[src/rtl/data_ram_arbiter.sv]
// Two-requester round-robin arbiter for a single-port data RAM.
// Each granted access takes one ACCESS cycle followed by a one-cycle RESP/ack.
module data_ram_arbiter #(
   parameter int DWIDTH     = 16,
   parameter int ADDR_WIDTH = 16
) (
   input  logic                  clk,
   input  logic                  rst_n,
   input  logic                  req0,
   input  logic                  req1,
   input  logic                  we0,
   input  logic                  we1,
   input  logic [ADDR_WIDTH-1:0] addr0,
   input  logic [ADDR_WIDTH-1:0] addr1,
   input  logic [DWIDTH-1:0]     wdata0,
   input  logic [DWIDTH-1:0]     wdata1,
   output logic                  ack0,
   output logic                  ack1,
   output logic [DWIDTH-1:0]     rdata0,
   output logic [DWIDTH-1:0]     rdata1,
   output logic [ADDR_WIDTH-1:0] ram_addr,
   output logic [DWIDTH-1:0]     ram_data,
   output logic                  ram_we,
   input  logic [DWIDTH-1:0]     ram_dout,
   output logic                  busy,
   output logic                  owner
);

   typedef enum logic [1:0] {
      IDLE   = 2'd0,
      ACCESS = 2'd1,
      RESP   = 2'd2
   } state_t;

   state_t                  state;
   logic                    last_served;
   logic                    winner;
   logic                    other_req;
   logic                    sel_we;
   logic [ADDR_WIDTH-1:0]   sel_addr;
   logic [DWIDTH-1:0]       sel_wdata;

   // With both requesting, the one not served last wins; otherwise the lone requester.
   always_comb begin
      winner = req1;
      if (req0 && req1) begin
         winner = ~last_served;
      end
   end

   always_comb begin
      sel_we    = we0;
      sel_addr  = addr0;
      sel_wdata = wdata0;
      other_req = req1;
      if (owner) begin
         sel_we    = we1;
         sel_addr  = addr1;
         sel_wdata = wdata1;
         other_req = req0;
      end
   end

   // RAM controls decode straight from the state register so reset kills them at once.
   always_comb begin
      ram_we   = 1'b0;
      ram_addr = '0;
      ram_data = '0;
      if (state == ACCESS) begin
         ram_we   = sel_we;
         ram_addr = sel_addr;
         ram_data = sel_wdata;
      end
   end

   assign busy = (state != IDLE);

   always_ff @(posedge clk or negedge rst_n) begin
      if (!rst_n) begin
         state       <= IDLE;
         owner       <= 1'b0;
         last_served <= 1'b1;
         ack0        <= 1'b0;
         ack1        <= 1'b0;
         rdata0      <= '0;
         rdata1      <= '0;
      end else begin
         ack0 <= 1'b0;
         ack1 <= 1'b0;
         case (state)
            IDLE: begin
               if (req0 || req1) begin
                  owner <= winner;
                  state <= ACCESS;
               end
            end
            ACCESS: begin
               state       <= RESP;
               last_served <= owner;
               if (owner) begin
                  ack1 <= 1'b1;
                  if (!sel_we) begin
                     rdata1 <= ram_dout;
                  end
               end else begin
                  ack0 <= 1'b1;
                  if (!sel_we) begin
                     rdata0 <= ram_dout;
                  end
               end
            end
            RESP: begin
               // The owner's own req is ignored here; it re-arbitrates from IDLE.
               if (other_req) begin
                  owner <= ~owner;
                  state <= ACCESS;
               end else begin
                  state <= IDLE;
               end
            end
            default: begin
               state <= IDLE;
            end
         endcase
      end
   end

endmodule

[config.mk]
export PLATFORM = sky130hd
export DESIGN_NAME = data_ram_arbiter
export DESIGN_NICKNAME = d
export VERILOG_FILES = /design/src/rtl/data_ram_arbiter.sv
export SDC_FILE = /design/constraint.sdc
export NUM_CORES = 1
export LEC_CHECK = 0
export ABC_AREA = 1
export BUFFER_PORTS_ARGS = -buffer_cell sky130_fd_sc_hd__buf_2
export CAP_MARGIN = 30
export CORE_MARGIN = 3
export CORE_UTILIZATION = 41
export CTS_BUF_LIST = sky130_fd_sc_hd__clkbuf_2 sky130_fd_sc_hd__clkbuf_4 sky130_fd_sc_hd__clkbuf_8
export DETAILED_ROUTE_END_ITERATION = 7
export HOLD_SLACK_MARGIN = 0.03
export PLACE_DENSITY = 0.88
export SLEW_MARGIN = 30
export SYNTH_ARGS = -nofsm -noshare
export SYNTH_HDL_FRONTEND = slang
export SYNTH_SLANG_ARGS = --single-unit
[constraint.sdc]
create_clock -name clk -period 1.5 [get_ports clk]
set_input_delay 0.3 -clock clk [delete_from_list [all_inputs] [get_ports clk]]
set_output_delay 0.3 -clock clk [all_outputs]
set_load 0.02 [all_outputs]
== Word-level counts from Yosys, hierarchy flattened ==
Index checks and enable logic that the tools add are counted.

* Memories kept: 0
* Word-level logic and storage cells: 40
* Flip-flop bits (word level): 38
* Memory bits (read-only): 0
* Bits in writable memories: 0
* Latch bits: 0
* Bits of input ports: 86
* Output and inout port bits: 69

* Add/sub/neg operators: 0
* Shift-type cells: 0
* $lt $le $gt $ge: 0
* Multipliers: 0
* Bitwise gates (word level): 3
* Multiplexer cells: 18
* Reductions and logical operators: 8
* Eq/ne operators: 4
* Div/mod/pow operators: 0

{| class="wikitable"
|+ Operators by type and width
! cell !! number
|-
| $mux 16 || 4
|-
| $mux 1 || 11
|-
| $reduce_and 3->1 || 3
|-
| $pmux 2 s3 || 1
|-
| $ne 2x2->1 const B || 2
|-
| $reduce_bool 2->1 || 2
|-
| $not 1->1 || 3
|-
| $eq 2x1->1 const B || 1
|-
| $eq 2x2->1 const B || 1
|-
| $logic_not 2->1 || 1
|-
| $mux 2 || 1
|-
| $pmux 1 s2 || 1
|-
| $logic_and 1x1->1 || 1
|-
| $logic_or 1x1->1 || 1
|}

== Logic depth before layout (Yosys ltp) ==
* Word-level depth: 4
* Mapped depth: 8
* Mapped depth without buffers: 7

== Least setup slack after synthesis ==
Ideal clock, no wire load.

* Path kind: reg-to-output
* Start point: register owner
* End point: output port ram_we
* Path buffers: 2
* Slack: -0.080 ns
* Stages on the path, launching flop included: 6
* Required time: 1.200 ns
* Arrival time: 1.280 ns
* Cell sequence: dfrtp_1 -> buf_6 -> nand2_1 -> o21ai_4 -> buf_4 -> nor2_1

* Word-level cells in the longest chain between the ends: 2

{| class="wikitable"
|+ RTL lines
! element !! line !! text
|-
| from (decl) || 26 || <nowiki>output logic owner</nowiki>
|-
| from (signal assigned) || 93 || <nowiki>owner <= winner;</nowiki>
|-
| from (signal assigned) || 115 || <nowiki>owner <= ~owner;</nowiki>
|-
| $mux 1 || 56 || <nowiki>if (owner) begin</nowiki>
|-
| $mux 1 || 69 || <nowiki>if (state == ACCESS) begin</nowiki>
|-
| to (decl) || 23 || <nowiki>output logic ram_we,</nowiki>
|}

No other way between the ends.

== Worst setup path in the final report ==
* Start point: register state[1]
* End point: output port ram_data[1]

* Word-level cells in the longest chain between the ends: 2

{| class="wikitable"
|+ RTL lines
! element !! line !! text
|-
| from (decl) || 35 || <nowiki>state_t state;</nowiki>
|-
| from (signal assigned) || 80 || <nowiki>state <= IDLE;</nowiki>
|-
| from (signal assigned) || 94 || <nowiki>state <= ACCESS;</nowiki>
|-
| from (signal assigned) || 98 || <nowiki>state <= RESP;</nowiki>
|-
| $eq 2x1->1 || 69 ||
|-
| $mux 16 || 69 ||
|-
| to (decl) || 22 || <nowiki>output logic [DWIDTH-1:0] ram_data,</nowiki>
|}

No other way between the ends.

==> results.md <==
Floorplanning:
- The total die area is 5730 um2.
- The total area inside the core boundary comes to 4530 um2.
- After floorplanning, the core was divided into 24 placement rows.
- The floorplan step set the die height to 75.7 um.
- For this design the top-level I/O count stands at 155.
- The initial cell density of the core is 0.439.
- The die is 75.7 um wide.

Detailed routing:
- The pre-antenna-repair detailed-routing pass consisted of 4 iterations.
- After detailed routing, the number of vias per cell comes to 4.70.
- Once detail routing completed, the nets flagged for antenna violations numbered 0.
- The routed design has 7040 um of wire.
- In the routed design, unresolved DRC markers number 0.
- In the final routed layout, each cell accounts on average for 14.0 um.
- The detailed-route via count is 2369.
- After the first detailed-routing iteration, the DRC count stood at 98.

Setup path:
- The register-to-register setup slack is 0.13 ns.
- The worst reg2reg path startpoint is state[1].
- The worst reg-to-reg path cell count is 7.
- The launching element type of the critical path is a flip-flop.
- The endpoint arrival time on the critical path is 1.51 ns.
- The startpoint-to-endpoint class of the critical path is reg -> out.
- In this run the critical register-to-register path is captured at rdata0[14].
- For the worst setup path, the data required time is 1.20 ns.
- Of all nets on the critical path, the largest fanout is 9.
- The category of the worst setup path capture point is an output port.

Pwr:
- The internal portion of total power is 3.61 mW.
- The proportion of power drawn by combinational gates is 0.648.
- Of the total power, the share spent switching nets is 0.475.
- Summed over all nets, the switching power comes to 3.27 mW.
- Of the total power, registers draw 0.255.
- The power density over the cells is 2070 nW/um2.
- The standby leakage power is 2.02 nW.
- The proportion of power drawn by the clock network is 0.098.
- The maximum VDD drop is 1.00 mV.

Layout:
- The utilization of the core after routing is 0.734.
- After filler insertion, the fill cell instance count of the layout stands at 316.
- The final cell count without fillers is 504.
- The fraction of final layout cells with drive strength greater than 1 is 0.492.
- In the final design database the tool counted 525 nets.
- The sequential cells in the finished layout cover a total of 953 um2.
- The area of all placed cells without fillers is 3330 um2.
- The antenna diode count is 0.
- The post-synthesis to final-layout area growth is 67.1%.
- The multi-input combinational cells in the finished layout cover a total of 936 um2.

Synthesis:
- The synthesized instance count is 277.
- Of the synthesized area, sequential elements account for 0.478.
- The number of flip-flops and latches in the synthesized netlist is 38.
- The average instance in the mapped netlist occupies 7.19 um2.
- The number of different library cells used by synthesis comes to 16.
- The area of the mapped netlist is 1990 um2.
- Yosys printed 0 warnings.
- The net count after synthesis is 363.

CTS:
- The H-tree was split into 2 levels.
- Counting every sink on the clock net gives 38.
- The clock slew seen by the registers of the worst setup and hold paths is 0.08 ns.
- The clock reaches the later pin of the worst-skew pair after 0.29 ns.
- The tree is rooted in a sky130_fd_sc_hd__clkbuf_8.
- The clock tree from TritonCTS is done.
- The clock passes through at most 2 buffers.
- The number of buffers added by the clock tree synthesis step is 5.

Timing:
- For the finished layout, the period the worst path requires is 1.81 ns.
- Once routing completed, OpenROAD measured the worst setup slack at -0.314 ns.
- The worst-case headroom to the max-slew limit is 0.810.
- The final worst clock skew is 0.00408 ns.
- The highest clock rate is 551 MHz.
- Dividing the final minimum period by the clock period gives 1.21.
- The number of slew-limit violations in the final report came to 0.
- In the final timing run, aggregate negative setup slack is -8.91 ns.
- The setup-violating endpoint count in the final report is 33.
- The transition time at the pin with the least slew margin is 0.282 ns.
- Setup repair after global routing could not meet its margin everywhere.
- The number of hold violations in the final report is 0.

Outcome:
- The flow ran to the end, but the final reports show violations.
- The final reports fail on setup timing.

Worst hold path:
- The worst hold path cell count is 3.
- In this run the worst hold path is classified as in -> reg.
- The hold path endpoint is rdata0[12].
- The startpoint identified for the worst hold timing path is ram_dout[12].

Placement:
- The placed instance count is 492.
- Once placement finished, the instance area stood at 2900 um2.
- Buffers placed on the I/O ports in this run total 154.
- Detailed placement finished with a half-perimeter wire length of 4610 um.
- At the end of routability-driven placement, the weighted congestion stood at 0.781.

GRT:
- The number of antenna violations at the first check in global routing is 0.
- The maximum number of pins on one net before global-route repair is 34.
- The first-pass GRT wire length is 9270 um.
- The number of global-route vias before repair is 2130.
- Across every metal layer, demand over resource in global routing totals 0.213.
- After global routing the overflow that remains totals 0.

Run:
- Across the run, the number of max-cap violations was 0.
[critical path, stage by stage, from the launching register on]
cell	delay [ns]
sky130_fd_sc_hd__dfrtp_1	0.40
sky130_fd_sc_hd__inv_2	0.08
sky130_fd_sc_hd__nand2_4	0.09
sky130_fd_sc_hd__inv_4	0.08
sky130_fd_sc_hd__nand2_4	0.07
sky130_fd_sc_hd__inv_8	0.08
sky130_fd_sc_hd__buf_12	0.12
sky130_fd_sc_hd__nand2_1	0.08
sky130_fd_sc_hd__nand2_2	0.09
sky130_fd_sc_hd__buf_6	0.13
[worst max-delay path by stage]
stage,startpoint,endpoint,slack (ns),cells after the start
after floorplan,owner,ram_addr[0],0.02,6
after global placement,state[1],ram_data[0],0.02,9
after detailed placement,state[1],ram_addr[1],-0.03,9
after CTS,state[1],ram_data[14],-0.29,9
after global routing,state[1],ram_data[10],-0.36,9
final,state[1],ram_data[1],-0.31,9
[cells in the final DEF (no fill, tap or decap), types with 2 or more instances in the layout]
cell type and n:
sky130_fd_sc_hd__nand3_1 18, sky130_fd_sc_hd__dfrtp_1 36, sky130_fd_sc_hd__buf_2 121, sky130_fd_sc_hd__nand2_4 4, sky130_fd_sc_hd__inv_1 21, sky130_fd_sc_hd__nand2_1 129
sky130_fd_sc_hd__clkinv_2 2, sky130_fd_sc_hd__buf_6 33, sky130_fd_sc_hd__o21ai_0 17, sky130_fd_sc_hd__buf_4 8, sky130_fd_sc_hd__nand2_2 28, sky130_fd_sc_hd__clkbuf_16 2
sky130_fd_sc_hd__clkbuf_8 5, sky130_fd_sc_hd__buf_12 4
[synthesized netlist by cell type]
cell | count | share of area
sky130_fd_sc_hd__nand2_1 | 159 | 0.30
sky130_fd_sc_hd__dfrtp_1 | 37 | 0.47
sky130_fd_sc_hd__inv_1 | 22 | 0.041
sky130_fd_sc_hd__nand3_1 | 18 | 0.045
sky130_fd_sc_hd__o21ai_0 | 17 | 0.043
sky130_fd_sc_hd__buf_2 | 5 | 0.013
sky130_fd_sc_hd__buf_4 | 5 | 0.019
sky130_fd_sc_hd__buf_6 | 3 | 0.017
sky130_fd_sc_hd__inv_2 | 2 | 0.0038
sky130_fd_sc_hd__nand2_4 | 2 | 0.011
sky130_fd_sc_hd__nor2_1 | 2 | 0.0038
sky130_fd_sc_hd__clkbuf_1 | 1 | 0.0019
sky130_fd_sc_hd__dfstp_2 | 1 | 0.013
sky130_fd_sc_hd__nand3_2 | 1 | 0.0050
sky130_fd_sc_hd__nor2_8 | 1 | 0.010
sky130_fd_sc_hd__o21ai_4 | 1 | 0.0082
[registers in the layout, summed over array words and instances (netlist names)]
name and count:
rdata0 16, rdata1 16, state 2, ack0 1
ack1 1, last_served 1, owner 1
[stage by stage]
stage               hold slack (ns)  total power, mW  worst slack, ns
detailed placement            0.189             5.43          -0.0251
finish                        0.253             6.87           -0.314
global route                  0.257             7.35           -0.363
floorplan                   0.00441             4.15           0.0209
global placement              0.182             5.33           0.0161
CTS                           0.252             6.56           -0.286
[cells by family after synthesis]
family | after synthesis | share of synthesized area
AND/OR/NAND/NOR | 183 | 0.375
flip-flops | 38 | 0.478
buffers and inverters | 38 | 0.0955
AO/OA/AOI/OAI | 18 | 0.0509
[layout make-up]
cell class                      instances  share of cell area
Timing Repair Buffer                  169               0.354
Sequential cell                        38               0.287
Multi-Input combinational cell        201               0.281
Inverter                               24              0.0301
Tap cell                               65              0.0244
Clock buffer                            5              0.0207
Clock inverter                          2             0.00301
[power by group through the flow]
stage          clock network [mW]  logic, mW  registers (mW)
2_1_floorplan                   0       1.89            2.26
3_3_place_gp                    0       3.59            1.74
3_5_place_dp                    0       3.67            1.76
4_1_cts                     0.692       4.12            1.75
5_1_grt                     0.740       4.80            1.81
6_report                    0.672       4.45            1.75
[repair_timing]
action,in CTS,in global routing
setup endpoints to repair,33,33
hold endpoints to repair,8,0
pin swaps,1,2
buffers inserted,0,1
hold buffers,1,0
gates cloned,0,3
resized for setup,60,32
[routing by layer]
layer	wire length, um	up-vias	GRT usage
met4	199	0	0.117
met3	640	22	0.0646
met2	3640	127	0.353
met1	2560	1061	0.247
met5	0	-	0
li1	-	1159	-
No activity file was read; power rests on OpenSTA's default activity.
